--- config.mk ---
export PLATFORM = sky130hd
export DESIGN_NAME = psum_drain_ctrl
export DESIGN_NICKNAME = d
export VERILOG_FILES = /design/src/rtl/psum_drain_ctrl_pkg.sv /design/src/rtl/psum_drain_ctrl.sv
export SDC_FILE = /design/constraint.sdc
export NUM_CORES = 1
export LEC_CHECK = 0
export CORE_MARGIN = 3
export CORE_UTILIZATION = 46
export DETAILED_ROUTE_END_ITERATION = 12
export GPL_TIMING_DRIVEN = 0
export PLACE_DENSITY = 0.89
export SETUP_SLACK_MARGIN = 0.05
export SLEW_MARGIN = 5
export SYNTH_ARGS = -nofsm -noshare
export SYNTH_HDL_FRONTEND = slang
export SYNTH_SLANG_ARGS = --single-unit
--- constraint.sdc ---
create_clock -name clk -period 2 [get_ports clk]
set_input_delay 0.2 -clock clk [delete_from_list [all_inputs] [get_ports clk]]
set_output_delay 0.2 -clock clk [all_outputs]
set_load 0.01 [all_outputs]
--- src/rtl/psum_drain_ctrl_pkg.sv ---
// Shared definitions for the psum drain path: FSM encoding and default widths.
// Also used by the SFU and the core controller.
package psum_drain_ctrl_pkg;

    localparam int unsigned PSUM_BW = 16;
    localparam int unsigned OUT_NIJ = 16;
    localparam int unsigned N_KIJ   = 9;
    localparam int unsigned ADDR_BW = 11;

    typedef enum logic [2:0] {
        ST_IDLE  = 3'd0,
        ST_ACC   = 3'd1,
        ST_DRAIN = 3'd2,
        ST_WB    = 3'd3,
        ST_DONE  = 3'd4
    } drain_state_e;

    // Counter width that can hold 0..n-1; at least one bit.
    function automatic int unsigned cnt_width(input int unsigned n);
        return (n > 1) ? $clog2(n) : 1;
    endfunction

endpackage

--- src/rtl/psum_drain_ctrl.sv ---
// Streams OFIFO partial sums into the SFU accumulate port one pass per kernel
// position, then drains the ReLU'd bank and writes it back to psum SRAM.
module psum_drain_ctrl
    import psum_drain_ctrl_pkg::*;
#(
    parameter int unsigned psum_bw = PSUM_BW,
    parameter int unsigned out_nij = OUT_NIJ,
    parameter int unsigned n_kij   = N_KIJ,
    parameter int unsigned addr_bw = ADDR_BW
) (
    input  logic               clk,
    input  logic               reset,
    input  logic               start,
    input  logic [addr_bw-1:0] out_base,
    input  logic               ofifo_valid,
    input  logic [psum_bw-1:0] ofifo_data,
    output logic               ofifo_rd,
    output logic [psum_bw-1:0] sfu_in,
    output logic               sfu_in_valid,
    output logic               sfu_out_valid,
    input  logic [psum_bw-1:0] sfu_out,
    output logic               sram_wr,
    output logic [addr_bw-1:0] sram_addr,
    output logic [psum_bw-1:0] sram_data,
    output logic               busy,
    output logic               done
);

    localparam int unsigned NIJ_W = cnt_width(out_nij);
    localparam int unsigned KIJ_W = cnt_width(n_kij);
    localparam logic [NIJ_W-1:0] NIJ_LAST = NIJ_W'(out_nij - 1);
    localparam logic [KIJ_W-1:0] KIJ_LAST = KIJ_W'(n_kij - 1);

    drain_state_e       state;
    logic [NIJ_W-1:0]   nij_cnt;
    logic [KIJ_W-1:0]   kij_cnt;
    logic [NIJ_W-1:0]   drain_idx;
    logic [addr_bw-1:0] base_q;

    // Show-ahead pop; held off during reset so an aborted tile consumes nothing more.
    assign ofifo_rd = (state == ST_ACC) && ofifo_valid && !reset;

    always_ff @(posedge clk) begin
        if (reset) begin
            state         <= ST_IDLE;
            nij_cnt       <= '0;
            kij_cnt       <= '0;
            drain_idx     <= '0;
            base_q        <= '0;
            sfu_in        <= '0;
            sfu_in_valid  <= 1'b0;
            sfu_out_valid <= 1'b0;
            sram_wr       <= 1'b0;
            sram_addr     <= '0;
            sram_data     <= '0;
            busy          <= 1'b0;
            done          <= 1'b0;
        end else begin
            sfu_in_valid  <= 1'b0;
            sfu_out_valid <= 1'b0;
            done          <= 1'b0;

            // Write-back trails each drain strobe by one cycle.
            sram_wr <= sfu_out_valid;
            if (sfu_out_valid) begin
                sram_data <= sfu_out;
                sram_addr <= base_q + addr_bw'(drain_idx);
            end

            case (state)
                ST_IDLE: begin
                    if (start) begin
                        base_q  <= out_base;
                        nij_cnt <= '0;
                        kij_cnt <= '0;
                        busy    <= 1'b1;
                        state   <= ST_ACC;
                    end
                end
                ST_ACC: begin
                    if (ofifo_valid) begin
                        sfu_in       <= ofifo_data;
                        sfu_in_valid <= 1'b1;
                        if (nij_cnt == NIJ_LAST) begin
                            nij_cnt <= '0;
                            if (kij_cnt == KIJ_LAST) begin
                                kij_cnt <= '0;
                                state   <= ST_DRAIN;
                            end else begin
                                kij_cnt <= kij_cnt + 1'b1;
                            end
                        end else begin
                            nij_cnt <= nij_cnt + 1'b1;
                        end
                    end
                end
                // Whole pass of out_nij strobes; the SFU pointers rely on it.
                ST_DRAIN: begin
                    sfu_out_valid <= 1'b1;
                    drain_idx     <= nij_cnt;
                    if (nij_cnt == NIJ_LAST) begin
                        nij_cnt <= '0;
                        state   <= ST_WB;
                    end else begin
                        nij_cnt <= nij_cnt + 1'b1;
                    end
                end
                ST_WB: begin
                    state <= ST_DONE;
                end
                ST_DONE: begin
                    done  <= 1'b1;
                    busy  <= 1'b0;
                    state <= ST_IDLE;
                end
                default: begin
                    busy  <= 1'b0;
                    state <= ST_IDLE;
                end
            endcase
        end
    end

endmodule
* Word level (Yosys, flattened, before mapping)
Index checks and enable logic that the tools add are counted.
Cells by class: $add $sub $neg 3, eq/ne operators 11, muxes and demuxes 19, bitwise logic cells 2, reductions and logical operators 14
Operators with widths (count):
- $mux 4 | 6
- $mux 3 | 5
- $pmux 3 s4 | 1
- $pmux 4 s3 | 1
- $add 11x4->11 | 1
- $add 4x1->4 const B | 2
- $eq 4x4->1 const B | 2
- $pmux 4 s2 | 1
- $eq 3x2->1 const B | 2
- $ne 2x2->1 const B | 3
- $reduce_and 2->1 | 3
- $reduce_and 5->1 | 1
- $mux 1 | 4
- $ne 2x1->1 const B | 2
- $reduce_and 4->1 | 1
- $eq 3x1->1 const B | 1
- $eq 3x3->1 const B | 1
- $logic_not 3->1 | 1
- $reduce_and 3->1 | 1
- $reduce_bool 3->1 | 1
- $reduce_or 3->1 | 1
- $logic_and 1x1->1 | 2
- $not 1->1 | 2
- $pmux 1 s2 | 1
- other kinds (3) | 3
Storage, ports and cells: register bits after elaboration 74, bits of input ports 47, output and inout port bits 49, word-level logic and storage cells 62

* Longest topological paths before layout
depth in word-level cells 5, depth in mapped cells 7, depth with buffers taken out 7

* Worst setup path before layout
No wires, ideal clock.
path kind reg-to-reg, from register drain_idx[0], to register sram_addr[10], library setup time 86 ps, arrival 1711 ps, data required time 1914 ps, setup slack 204 ps, cell stages (with the launch flop) 8, path buffers 0, period minus slack after synthesis 1796 ps, cells stage by stage dfxtp_1 -> ha_1 -> inv_1 -> fa_1 -> nand2b_1 -> a2111oi_2 -> xnor2_1 -> a211oi_1
Between the ends: cells in the longest elaborated chain, start to end 1
Ends and longest elaborated chain:
- start, declared | line psum_drain_ctrl.sv:37 | logic [NIJ_W-1:0] drain_idx;
- start signal, assigned | line psum_drain_ctrl.sv:100 | drain_idx <= nij_cnt;
- $add 11x4->11 | line psum_drain_ctrl.sv:67 | sram_addr <= base_q + addr_bw'(drain_idx);
- end signal, assigned | line psum_drain_ctrl.sv:67
- end, declared | line psum_drain_ctrl.sv:23 | output logic [addr_bw-1:0] sram_addr,
Every way passes these cells. A chain may end at the register's enable or synchronous reset.

* Worst setup path after layout
from register state[0], to output port ofifo_rd
Between the ends: cells in the longest elaborated chain, start to end 3
Ends and longest elaborated chain:
- start, declared | line psum_drain_ctrl.sv:34 | drain_state_e state;
- start signal, assigned | line psum_drain_ctrl.sv:45 | state <= ST_IDLE;
- start signal, assigned | line psum_drain_ctrl.sv:77 | state <= ST_ACC;
- start signal, assigned | line psum_drain_ctrl.sv:88 | state <= ST_DRAIN;
- $eq 3x1->1 | line psum_drain_ctrl.sv:41 | assign ofifo_rd = (state == ST_ACC) && ofifo_valid && !reset;
- $logic_and 1x1->1 (2 in series) | line psum_drain_ctrl.sv:41
- end, declared | line psum_drain_ctrl.sv:17 | output logic ofifo_rd,
Every way passes these cells.

==> results.toml <==
[synth]
synthAdderAreaFrac_pct = 3.46
synth_mux_area_share_pct = 7.09
synth_async_sr_flop_share_pct = 0
syn_avg_cell_area_um2 = 8.67
synth_top_family_by_area = "simple AND/OR/NAND/NOR gates"
ys_seq_area_share_pct = 47.7
ys_types = 52
yosysTopAreaCell = "dfxtp_1"
synth_compound_area_share_pct = 13.7
yosys.area_share.simple_pct = 22.0
yosys_most_used_dff = "dfxtp_1"
synth_area_leaders = "dfxtp_1 (48%), nand2_1 (7.9%), mux2i_1 (7.1%)"
synth_xor_area_share_pct = 1.41
syn_nets = 413
synthDominantCellAreaShare_pct = 47.7
syn_inst = 358
synth-edff-count = 0
synthesis.area_um2 = 3110
ys_warn_count = 0
ys_seq_elements = 74

[clocking]
htree_levels = 3
cts-root-buf = "clkbuf_8"
numCtsBuffers = 9
clkSinkCount = 74
clk_pin_slew_ns = 0.09
clockBufferDepth = 2
cts_tree = "yes"
clk_latency_ns = 0.35
hold_buffers = 0

[pwr]
p_seq_share_pct = 47.7
vdd_ir_drop_max_mv = 0.502
power_switching_uw = 923
combinationalPowerShare_pct = 15.6
leakage_nw = 1.56
internal-power_mw = 2.40
power_per_cell_area_nw_per_um2 = 751
clkPwrFrac_pct = 36.7
p_sw_share_pct = 27.8

[timing]
clock_skew_ns = 0.00651
worst_pin_slew_ns = 0.624
setup_viol = 0
period_minus_slack_ns = 1.90
finalMaxSlewViolations = 0
grt_setup_unrepaired = "true"
period_share_pct = 94.9
setup_ws_ns = 0.103
hold_viol_final = 0
fmax_mhz = 527
slew_headroom_pct = 58.4
whs_ns = 0.390

[min_path]
min_path_type = "in2reg"
hold_depth = 3

[drt]
drtIter0Drc = 233
viasPerCell = 5.38
wirelength_um = 8280
remaining_drc_errors = 0
antenna_left = 0
wirelength_met1_um = 3410
vias = 2936
wl_met2_um = 4060
routed-wl-met3_um = 627
routedWlPerCell_um = 15.2
top_layer = "met4"
drt-pass1-iter-count = 4

[global_routing]
grt_max_degree = 20
grt_pass1_wl_um = 13500
grt_usage_pct = 22.1
grt_antenna_before_repair = 0
grt-ovfl-total = 0
grt_pass1_vias = 2896

[worst_setup_path]
cp-end-kind = "output port"
reg2regPathDepth = 5
cp_slowest_cell = "or4bb_4"
cp_slowest_stage_delay_ns = 0.47
cp_max_fo = 19
critPathLaunchType = "flop"
cp_cell_sequence = "buf_6, or4bb_4, buf_8, nor2_1, buf_2"
crit_type = "reg2out"
cp.arrival_ns = 1.70
critPathRequiredTime_ns = 1.80

[placement]
dp_worst_setup_slack_ns = -0.499
dpl.hpwl_um = 5880
gp_congestion = 0.908
dpl-instance-area_um2 = 4150
io_buffers = 95

[finish]
finalCoreUtilization_pct = 68.5
post-route-cell-area_um2 = 4420
n_fill_cell = 510
n_antenna_cell = 0
fin_nets = 519
regArea_um2 = 1490
final_cell_mix = "clkdlybuf4s50_1 (94), dfxtp_1 (70), nand2_1 (65)"
final_common_cell = "clkdlybuf4s50_1"
multi_input_area_um2 = 1520
layout-drive-gt1-share_pct = 9.17
area_delta_synth_final_pct = 42.5

[floorplan]
fp.dieArea_um2 = 7770
die_w_um = 88.2
start_util_pct = 48.1
rows = 29
die_h_um = 88.2
core_um2 = 6460
pin_count = 96

[job]
drv_cap = 0

[run_status]
outcome = "finished, final reports clean"
-- registers in the layout (all words and copies together) (netlist names) --
register and cells:
nij_cnt 4, done 1, sfu_out_valid 1, busy 1, drain_idx 4, sfu_in 16
sram_data 16, kij_cnt 4, sram_addr 11, base_q 11, state 3, sfu_in_valid 1
sram_wr 1
-- cell families (layout without fill, tap and decap cells) --
family,after synthesis,after routing
buffers and inverters,36,147
XOR/XNOR,5,5
AO/OA/AOI/OAI,68,68
adder cells (fa/ha/maj),8,8
multiplexers,22,22
flip-flops,74,74
AND/OR/NAND/NOR,145,145
-- layer usage --
| layer | vias up | track usage (%) |
|---|---|---|
| li1 | 1442 | - |
| met1 | 1378 | 26.6 |
| met2 | 102 | 35.7 |
| met3 | 14 | 7.34 |
| met4 | 0 | 9.89 |
| met5 | - | 0 |
-- worst paths after layout --
path                           startpoint                         to  slack (ns)
setup reg to reg   base_q[3]$_SDFFE_PP0P_  sram_addr[7]$_SDFFE_PP0P_        0.14
setup / recovery    state[0]$_SDFFE_PP0P_                   ofifo_rd        0.10
hold reg to reg   sfu_in[14]$_SDFFE_PP0N_    sfu_in[14]$_SDFFE_PP0N_        0.46
hold / removal                out_base[0]     base_q[0]$_SDFFE_PP0P_        0.39
-- worst max-delay path: cells and delay by family (launching register included) --
family	cells	cell delay (ns)
DFF	1	0.35
buffers and inverters	3	0.45
and+or+nand+nor	2	0.55
-- Yosys cell counts (all sizes together) (2+ instances only) --
library cell / n
a211oi: 9
a21o: 2
a21oi: 38
a31oi: 3
and3: 3
buf: 10
clkbuf: 12
dfxtp: 74
ha: 7
inv: 13
mux2i: 22
nand2: 65
nand2b: 2
nand3: 10
nand4: 2
nor2: 38
nor2b: 3
nor3: 4
nor3b: 2
nor4b: 2
o21ai: 4
o32ai: 2
or3: 2
or3b: 2
or4b: 3
xnor2: 5
-- area by class of cell --
cell class,count,area share (%)
buffer,21,2.43
clock buffer,9,2.80
clock inverter,7,1.92
inverter,14,1.19
multi-input combinational,248,34.3
sequential,74,33.6
tap,77,2.18
timing repair buffer,96,21.5
-- metrics by stage --
stage	total power, mW	instances	setup TNS, ns
floorplan	1.87	358	0
global placement	2.10	530	-0.476
CTS	3.33	545	0
detailed placement	2.12	530	-0.499
finish	3.32	546	0
global route	3.47	546	0
-- what timing repair did --
action                                  in CTS  in global routing
endpoints found under the setup margin       4                  6
buffers inserted                             0                  1
pin swaps                                    0                  4
resized for setup                           13                 14
-- power by group through the flow --
stage                     logic [mW]  registers (mW)  clock network, mW
after floorplan                0.249            1.62                  0
after global placement         0.487            1.61                  0
after detailed placement       0.503            1.61                  0
after CTS                      0.515            1.58               1.24
after global routing           0.569            1.59               1.31
final                          0.520            1.58               1.22
(Power assumes the default switching activity.)
